## src/rtl/io_pkg.sv

```systemverilog
// Shared definitions for the memory-mapped output port bank: op encodings,
// default base word and the decoded-store record.
package io_pkg;

  typedef enum logic [1:0] {
    IO_OP_WRITE = 2'd0,
    IO_OP_SET   = 2'd1,
    IO_OP_CLEAR = 2'd2,
    IO_OP_PULSE = 2'd3
  } io_op_e;

  localparam logic [5:0] IO_BASE_WORD = 6'd32;

  typedef struct packed {
    logic       hit;
    logic [3:0] ch;
    io_op_e     op;
  } io_dec_t;

endpackage

```

## src/rtl/io_pulse_timer.sv

```systemverilog
// Per-channel pulse mask with a down-counter: load ORs bits in and restarts
// the window; a load on the expiry edge replaces the mask instead.
module io_pulse_timer #(
  parameter int WIDTH        = 32,
  parameter int PULSE_CYCLES = 16
) (
  input  logic             io_clk,
  input  logic             clrn,
  input  logic             load,
  input  logic [WIDTH-1:0] d,
  output logic [WIDTH-1:0] pulse_mask,
  output logic             active
);

  localparam int CW = $clog2(PULSE_CYCLES + 1);

  logic [CW-1:0]    cnt_q, cnt_d;
  logic [WIDTH-1:0] mask_q, mask_d;
  logic             expire;

  assign expire = (cnt_q == CW'(1));

  // NOTE: every combinational output gets a default first, so no path leaves it unassigned (no latch).
  always_comb begin
    cnt_d  = cnt_q;
    mask_d = mask_q;
    if (cnt_q != '0) cnt_d = cnt_q - CW'(1);
    if (expire)      mask_d = '0;
    if (load) begin
      cnt_d  = CW'(PULSE_CYCLES);
      mask_d = expire ? d : (mask_q | d);
    end
  end

  // NOTE: state updates use <= so all flops sample the pre-edge values together.
  always_ff @(posedge io_clk or negedge clrn) begin
    if (!clrn) begin
      cnt_q  <= '0;
      mask_q <= '0;
    end else begin
      cnt_q  <= cnt_d;
      mask_q <= mask_d;
    end
  end

  assign pulse_mask = mask_q;
  assign active     = (cnt_q != '0);

endmodule

```

## src/rtl/io_output_bank.sv

```systemverilog
// Bank of N_PORTS output registers with write/set/clear/pulse stores.
// Optional macro IO_READBACK_EN adds a combinational rd_hit/rd_data readback.
module io_output_bank
  import io_pkg::*;
#(
  parameter int WIDTH        = 32,
  parameter int N_PORTS      = 4,
  parameter int BASE_WORD    = int'(IO_BASE_WORD),
  parameter int PULSE_CYCLES = 16
) (
  input  logic                       io_clk,
  input  logic                       clrn,
  input  logic [31:0]                addr,
  input  logic [31:0]                datain,
  input  logic                       write_io_enable,
`ifdef IO_READBACK_EN
  output logic                       rd_hit,
  output logic [31:0]                rd_data,
`endif
  output logic [N_PORTS*WIDTH-1:0]   out_port
);

  io_dec_t          dec;
  logic [5:0]       word;
  logic [6:0]       w_ext;
  logic [WIDTH-1:0] d;
  logic [WIDTH-1:0] data_q    [N_PORTS];
  logic [WIDTH-1:0] data_d    [N_PORTS];
  logic [WIDTH-1:0] mask      [N_PORTS];
  logic [WIDTH-1:0] chan_out  [N_PORTS];
  logic [N_PORTS-1:0] load;
  logic [N_PORTS-1:0] active_unused;
  logic               addr_unused;

  assign addr_unused = ^{addr[31:8], addr[1:0]};
  assign word        = addr[7:2];
  assign w_ext       = {1'b0, word} - 7'(BASE_WORD);
  assign d           = datain[WIDTH-1:0];

  // Subtracting in 7 bits keeps below-base addresses from aliasing into range.
  always_comb begin
    dec.hit = (word >= 6'(BASE_WORD)) && (w_ext < 7'(4 * N_PORTS));
    dec.ch  = w_ext[5:2];
    dec.op  = io_op_e'(w_ext[1:0]);
  end

  always_comb begin
    for (int i = 0; i < N_PORTS; i++) begin
      data_d[i] = data_q[i];
      load[i]   = 1'b0;
      if (dec.hit && write_io_enable && dec.ch == 4'(i)) begin
        unique case (dec.op)
          IO_OP_WRITE: data_d[i] = d;
          IO_OP_SET:   data_d[i] = data_q[i] | d;
          IO_OP_CLEAR: data_d[i] = data_q[i] & ~d;
          IO_OP_PULSE: load[i]   = 1'b1;
          default:     data_d[i] = data_q[i];
        endcase
      end
    end
  end

  // NOTE: data_q is a handful of flops, not a RAM, so it is reset as a whole array.
  always_ff @(posedge io_clk or negedge clrn) begin
    if (!clrn) begin
      for (int i = 0; i < N_PORTS; i++) data_q[i] <= '0;
    end else begin
      for (int i = 0; i < N_PORTS; i++) data_q[i] <= data_d[i];
    end
  end

  for (genvar g = 0; g < N_PORTS; g++) begin : g_ch
    io_pulse_timer #(
      .WIDTH        (WIDTH),
      .PULSE_CYCLES (PULSE_CYCLES)
    ) u_timer (
      .io_clk     (io_clk),
      .clrn       (clrn),
      .load       (load[g]),
      .d          (d),
      .pulse_mask (mask[g]),
      .active     (active_unused[g])
    );
    assign chan_out[g]                  = data_q[g] | mask[g];
    assign out_port[g*WIDTH +: WIDTH]   = chan_out[g];
  end

`ifdef IO_READBACK_EN
  always_comb begin
    rd_hit  = dec.hit;
    rd_data = '0;
    for (int i = 0; i < N_PORTS; i++) begin
      if (dec.hit && dec.ch == 4'(i)) rd_data[WIDTH-1:0] = chan_out[i];
    end
  end
`endif

endmodule
```

## config.mk

```make
export PLATFORM = sky130hd
export DESIGN_NAME = io_output_bank
export DESIGN_NICKNAME = d
export VERILOG_FILES = /design/src/rtl/io_pkg.sv /design/src/rtl/io_pulse_timer.sv /design/src/rtl/io_output_bank.sv
export SDC_FILE = /design/constraint.sdc
export NUM_CORES = 1
export LEC_CHECK = 0
export BUFFER_PORTS_ARGS = -buffer_cell sky130_fd_sc_hd__clkbuf_2
export CELL_PAD_IN_SITES_DETAIL_PLACEMENT = 1
export CELL_PAD_IN_SITES_GLOBAL_PLACEMENT = 1
export CORE_UTILIZATION = 35
export DETAILED_ROUTE_END_ITERATION = 16
export GPL_TIMING_DRIVEN = 0
export PLACE_DENSITY = 0.71
export SLEW_MARGIN = 20
export SYNTH_ARGS = -nofsm -noshare
export SYNTH_HDL_FRONTEND = slang
export SYNTH_SLANG_ARGS = --single-unit
export TNS_END_PERCENT = 1
```

## constraint.sdc

```tcl
create_clock -name io_clk -period 4.4 [get_ports io_clk]
set_input_delay 0.88 -clock io_clk [delete_from_list [all_inputs] [get_ports io_clk]]
set_output_delay 0.88 -clock io_clk [all_outputs]
set_load 0.03 [all_outputs]
```

# Word-level counts from Yosys, hierarchy flattened
# Index checks and enable logic that the tools add are counted.
[op_classes]
n_addsub = 5
magnitude_cmp = 2
eq_ne = 10
mux = 29
bitwise_logic = 17
reduce_logical = 25
[ops]
columns = ["operator", "count"]
rows = [
  ["$mux W32", 12],
  ["$or A32 B32 Y32", 12],
  ["$pmux W32 S3", 4],
  ["$and A32 B32 Y32", 4],
  ["$mux W5", 8],
  ["$not A32 Y32", 1],
  ["$eq A5 B1 Y1 const B", 4],
  ["$reduce_bool A5 Y1", 4],
  ["$sub A5 B1 Y5 const B", 4],
  ["$reduce_bool A2 Y1", 8],
  ["$eq A4 B2 Y1 const B", 2],
  ["$reduce_and A2 Y1", 4],
  ["$lt A7 B5 Y1 const B", 1],
  ["$sub A6 B6 Y7 const B", 1],
  ["$ge A6 B6 Y1 const B", 1],
  ["$logic_and A1 B1 Y1", 6],
  ["$mux W1", 5],
  ["$eq A2 B2 Y1 const B", 2],
  ["$eq A4 B1 Y1 const B", 1],
  ["$logic_not A4 Y1", 1],
  ["$reduce_bool A3 Y1", 1],
  ["$eq A2 B1 Y1 const B", 1],
  ["$logic_not A2 Y1", 1],
]
[word_totals]
reg_bits = 276
output_inout_bits = 128

# Logic depth before layout (Yosys ltp)
[logic_depth]
depth_word = 7
ltp_mapped = 7
mapped_depth_nobuf = 5

# By module
# Synthesis repeated with hierarchy kept, for this count alone.
[unflattened]
hier_cells = 1045
area_unflattened_um2 = 12324.3
[modules_own_cells]
columns = ["module", "instances", "cells_each", "area_each_um2", "seq_area_each_um2"]
rows = [
  ["io_output_bank", 1, 653, 6819.0, 3203.1],
  ["io_pulse_timer", 4, 98, 1376.3, 925.9],
]

# Worst setup path before layout
# No wires, ideal clock.
[synth_timing]
path_kind = "input -> register"
startpoint = "in addr[2]"
endpoint = "reg data_q[10] (netlist name)"
setup_ps = 131
arrival_ps = 2083
t_required_ps = 4269
path_slack_ps = 2186
cell_stages = 7
n_path_buf = 2
cell_sequence = "inv_1 ha_1 or2_2 clkbuf_1 buf_2 o22ai_1 a21oi_1"
[synth_between]
elab_chain_cells = 6
word_cells_on_any_way = 13
classes_between = "1 x add/sub; 2 x order compare; 3 x eq/ne; 1 x mux; 6 x reduce/logical"
[synth_rtl]
columns = ["item", "line", "source"]
rows = [
  ["from (decl)", "io_output_bank.sv:13", "input logic [31:0] addr,"],
  ["$sub A6 B6 Y7", "io_output_bank.sv:37", "assign w_ext = {1'b0, word} - 7'(BASE_WORD);"],
  ["$lt A7 B5 Y1", "io_output_bank.sv:42", "dec.hit = (word >= 6'(BASE_WORD)) && (w_ext < 7'(4 * N_PORTS));"],
  ["$logic_and A1 B1 Y1", "io_output_bank.sv:42", ""],
  ["$logic_and A1 B1 Y1 (2 in series)", "io_output_bank.sv:51", "if (dec.hit && write_io_enable && dec.ch == 4'(i)) begin"],
  ["$reduce_and A2 Y1 (no source line)", "-", ""],
  ["to (decl)", "io_output_bank.sv:27", "logic [WIDTH-1:0] data_q [N_PORTS];"],
]
# Several ways; a longest one is shown, not always the timed one.
# A chain may end at the register's enable or synchronous reset.

# Worst setup path after layout
[layout_timing]
startpoint = "reg data_q[95] (netlist name)"
endpoint = "out out_port[63]"
[layout_between]
elab_chain_cells = 1
[layout_rtl]
columns = ["item", "line", "source"]
rows = [
  ["$or A32 B32 Y32", "io_output_bank.sv:84", "assign chan_out[g] = data_q[g] | mask[g];"],
  ["to (decl)", "io_output_bank.sv:20", "output logic [N_PORTS*WIDTH-1:0] out_port"],
]
# Every way passes these cells.

==> summary.txt <==
Run status
  – Status: finished clean

Worst setup path
  – Worst Path Arrival: between 1 and 1.5 ns
  – Critical Path, Cell by Cell: or2_2 -> clkbuf_2
  – CP Launch Type: register
  – Start point of the critical path: data_q[95]
  – Worst EP required: between 3 and 4 ns
  – Reg-to-Reg Start: g_ch[2].u_timer.cnt_q[0]
  – Crit. End Element: output pin
  – Worst Path Buf+Inv: 1
  – Slowest Stage Delay on Critical Path: approximately 0.39 ns
  – CP top delay family: flip-flops
  – Slowest stage cell, crit path: dfrtp_1
  – Setup CP Type: register to output pin
  – Crit Path Max Fanout: 2

Power
  – Switching portion of total power: a little under two fifths
  – LEAKAGE: roughly 7.0 nW
  – Switching Power: 0.00343 W
  – Clock power frac: 28.6%
  – Pwr/cell area: roughly 640 nW/um^2
  – Int Power: ~0.0058 W
  – VDD IR max: between 0.3 and 0.4 mV
  – Comb power frac: 33.9%
  – Reg power frac: between 30% and 40%
  – Overall power: roughly 0.0092 W

Logic synthesis
  – Syn Nets: 1151
  – Share of the synthesized area in the top cell type: between 50 and 60%
  – Ys Warns: 0
  – Simple-gate share of the synthesized area: a little under an eighth
  – Adder-Cell Fraction of Synth Area: 1.25%
  – Most frequent cell after synthesis: dfrtp_1
  – Post-synth top flop: dfrtp_1
  – Synth area leader: dfrtp_1
  – Synth top cells by count: dfrtp_1, a21oi_1, or2_2
  – Yosys cell types: 32
  – Synthesized flop and latch total: about 280
  – Compound-Gate Fraction of Synth Area: 23.9%
  – Post-synthesis mux area share: 0%
  – Post-Syn Area: between 10000 and 15000 um^2
  – Cells after synthesis: approximately 1100
  – Number of synthesized flops with an enable pin: 0
  – Post-synthesis sequential area ratio: between 50% and 60%
  – Synth top area cells: dfrtp_1, a22o_1, or2_2, a31oi_1, a21oi_1
  – Xor/xnor share of the synthesized area: 0.292%
  – Largest family of logic cells by synthesized area: compound AO/OA/AOI/OAI gates
  – Ys async rst share: 100%
  – Synth Area per Inst: 11.2 um^2

Placement
  – Routability cong.: between 0.7 and 0.8
  – Dpl hpwl: ~27000 um
  – Placed Area: about 13000 um^2
  – Dpl ws: approximately 1.6 ns
  – Port Buffers: approximately 140
  – Placed Instances: roughly 1700

Floorplanning
  – Initial core utilization: a little over a third
  – Row count: 67
  – Chip width: between 150 and 200 um
  – Num ports: 195
  – Core ar.: 33600 um^2
  – Full die area: between 30000 and 40000 um^2
  – Die height: 187 um

Global routing
  – Global-route wire length before repair: between 60000 and 70000 um
  – Initial antenna violation count: 3
  – GRT Total Usage: roughly 23%
  – Largest net degree at the start of global routing: 82
  – Vias in the first global route: a little over 10000
  – Grt ovf: 0

Finish
  – Share of cells above drive strength 1: ~30%
  – Area growth, synth to finish: 19.7%
  – Nets: 1323
  – Non-Filler Instances: about 1700
  – Filler cells: approximately 3700
  – Finished Core Util: approximately 43%
  – Final instance area: about 14000 um^2
  – Register area: 6910 um^2
  – Area of the multi-input gates: about 4500 um^2

Drt
  – Total wire length: just under 40000 um
  – Antenna viol nets, final: 0
  – Wire per inst: approximately 23 um
  – Vias: between 9000 and 10000
  – Routed vias/inst: roughly 5.6
  – Residual DRC count: 0
  – Drt first-iter violations: 660
  – DRT Pass-1 Iters: 5

Clocking
  – CTS tree: built
  – Hold_buf cts: 0
  – CTS-repair resized insts: 0
  – Cts bufs inserted: 31
  – Skew-Pair Late Insertion Delay: roughly 0.56 ns
  – Htree depth: 1
  – Post-CTS Repair Setup Buffers: 0
  – Clk sink count: about 280
  – Reg clk slew, reported paths: ~0.06 ns
  – Clock buffer depth: 3
  – Root buf cell: clkbuf_16

STA
  – Tcrit/Tclk final: a little over half
  – Final setup margin: slightly above 2 ns
  – Final Max Tran Viols: 0
  – RSZ-0062 raised after global routing: no
  – Fmax: between 400 and 500 MHz
  – Final min period: ~2.4 ns
  – Final setup fails: 0
  – Worst slew margin: between 40 and 50%
  – Worst slew pin tran: 0.759 ns
  – Post-route clock skew: roughly 0.012 ns
  – Hold Vio Cnt, Final: 0

Run
  – Maxcap violations: 0

Worst hold path
  – Worst hold path type: primary input to asynchronous set/reset pin
## path summary, 6_finish.rpt
| check | end | slack (ns) | cells past startpoint |
|---|---|---|---|
| worst max register to register | g_ch[2].u_timer.pulse_mask[20] | 2.55 | 4 |
| max in group asynchronous | g_ch[2].u_timer.pulse_mask[14] | 2.95 | 3 |
| worst max-delay path | out_port[63] | 2.03 | 2 |
| worst min register to register | g_ch[1].u_timer.pulse_mask[26] | 0.49 | 1 |
| min in group io_clk | g_ch[1].u_timer.pulse_mask[26] | 0.49 | 1 |
| worst min-delay path | g_ch[2].u_timer.cnt_q[0] | 0.30 | 1 |
## state kept, by name, summed over array words and instances, names as in the netlist
register                 cells
data_q                     128
g_ch.u_timer.pulse_mask    128
g_ch.u_timer.cnt_q          20
## placed cells by master, fill, tap and decap left out, drive strengths merged, types with 12 or more instances in the layout
master / synthesis / layout
ha: 12 / 12
dfrtp: 276 / 276
nand3b: 12 / 12
clkbuf: 50 / 231
nand2b: 12 / 12
a21oi: 135 / 135
or2: 129 / 129
nor2: 14 / 14
a31oi: 127 / 127
buf: 63 / 66
nor2b: 34 / 34
o22ai: 32 / 32
a22o: 128 / 128
## stage by stage
stage | hold WS (ns) | TNS [ns]
after floorplan | 0.464 | 0
after global placement | 0.479 | -959.71
after detailed placement | 0.482 | 0
after CTS | 0.321 | 0
after global routing | 0.345 | 0
final | 0.300 | 0
## cells by family after synthesis
family	after synthesis
AO/OA/AOI/OAI	431
XOR/XNOR	4
adder cells (fa/ha/maj)	12
buffers and inverters	124
flip-flops	276
AND/OR/NAND/NOR	225
## power groups by stage
stage,clock network [W],registers (W),logic (W)
global route,0.00278,0.00353,0.00338
CTS,0.00268,0.00345,0.00316
global placement,0,0.00346,0.00306
floorplan,0,0.00337,0.00225
finish,0.00264,0.00345,0.00313
detailed placement,0,0.00348,0.00314
## final cells by class
| class | count | area share, % |
|---|---|---|
| diodes | 1 | 0.0174 |
| flip-flops and latches | 276 | 48.1 |
| multi-input cells | 672 | 31.1 |
| repair buffers | 139 | 5.38 |
| plain buffers | 113 | 3.97 |
| clock buffers | 45 | 6.26 |
| inverters | 11 | 0.288 |
| clock inverters | 10 | 0.924 |
| well taps | 448 | 3.91 |
## metal layers
layer,wire (um),vias up,track usage [%],part of all wire [%]
met4,860,4,6.27,2.2
met1,17800,5070,31.9,45
met5,26,-,0,0.065
li1,-,4250,-,-
met2,19000,274,37.5,48
met3,2040,54,3.08,5.1
Note: power is estimated with default switching activity, not from simulation.
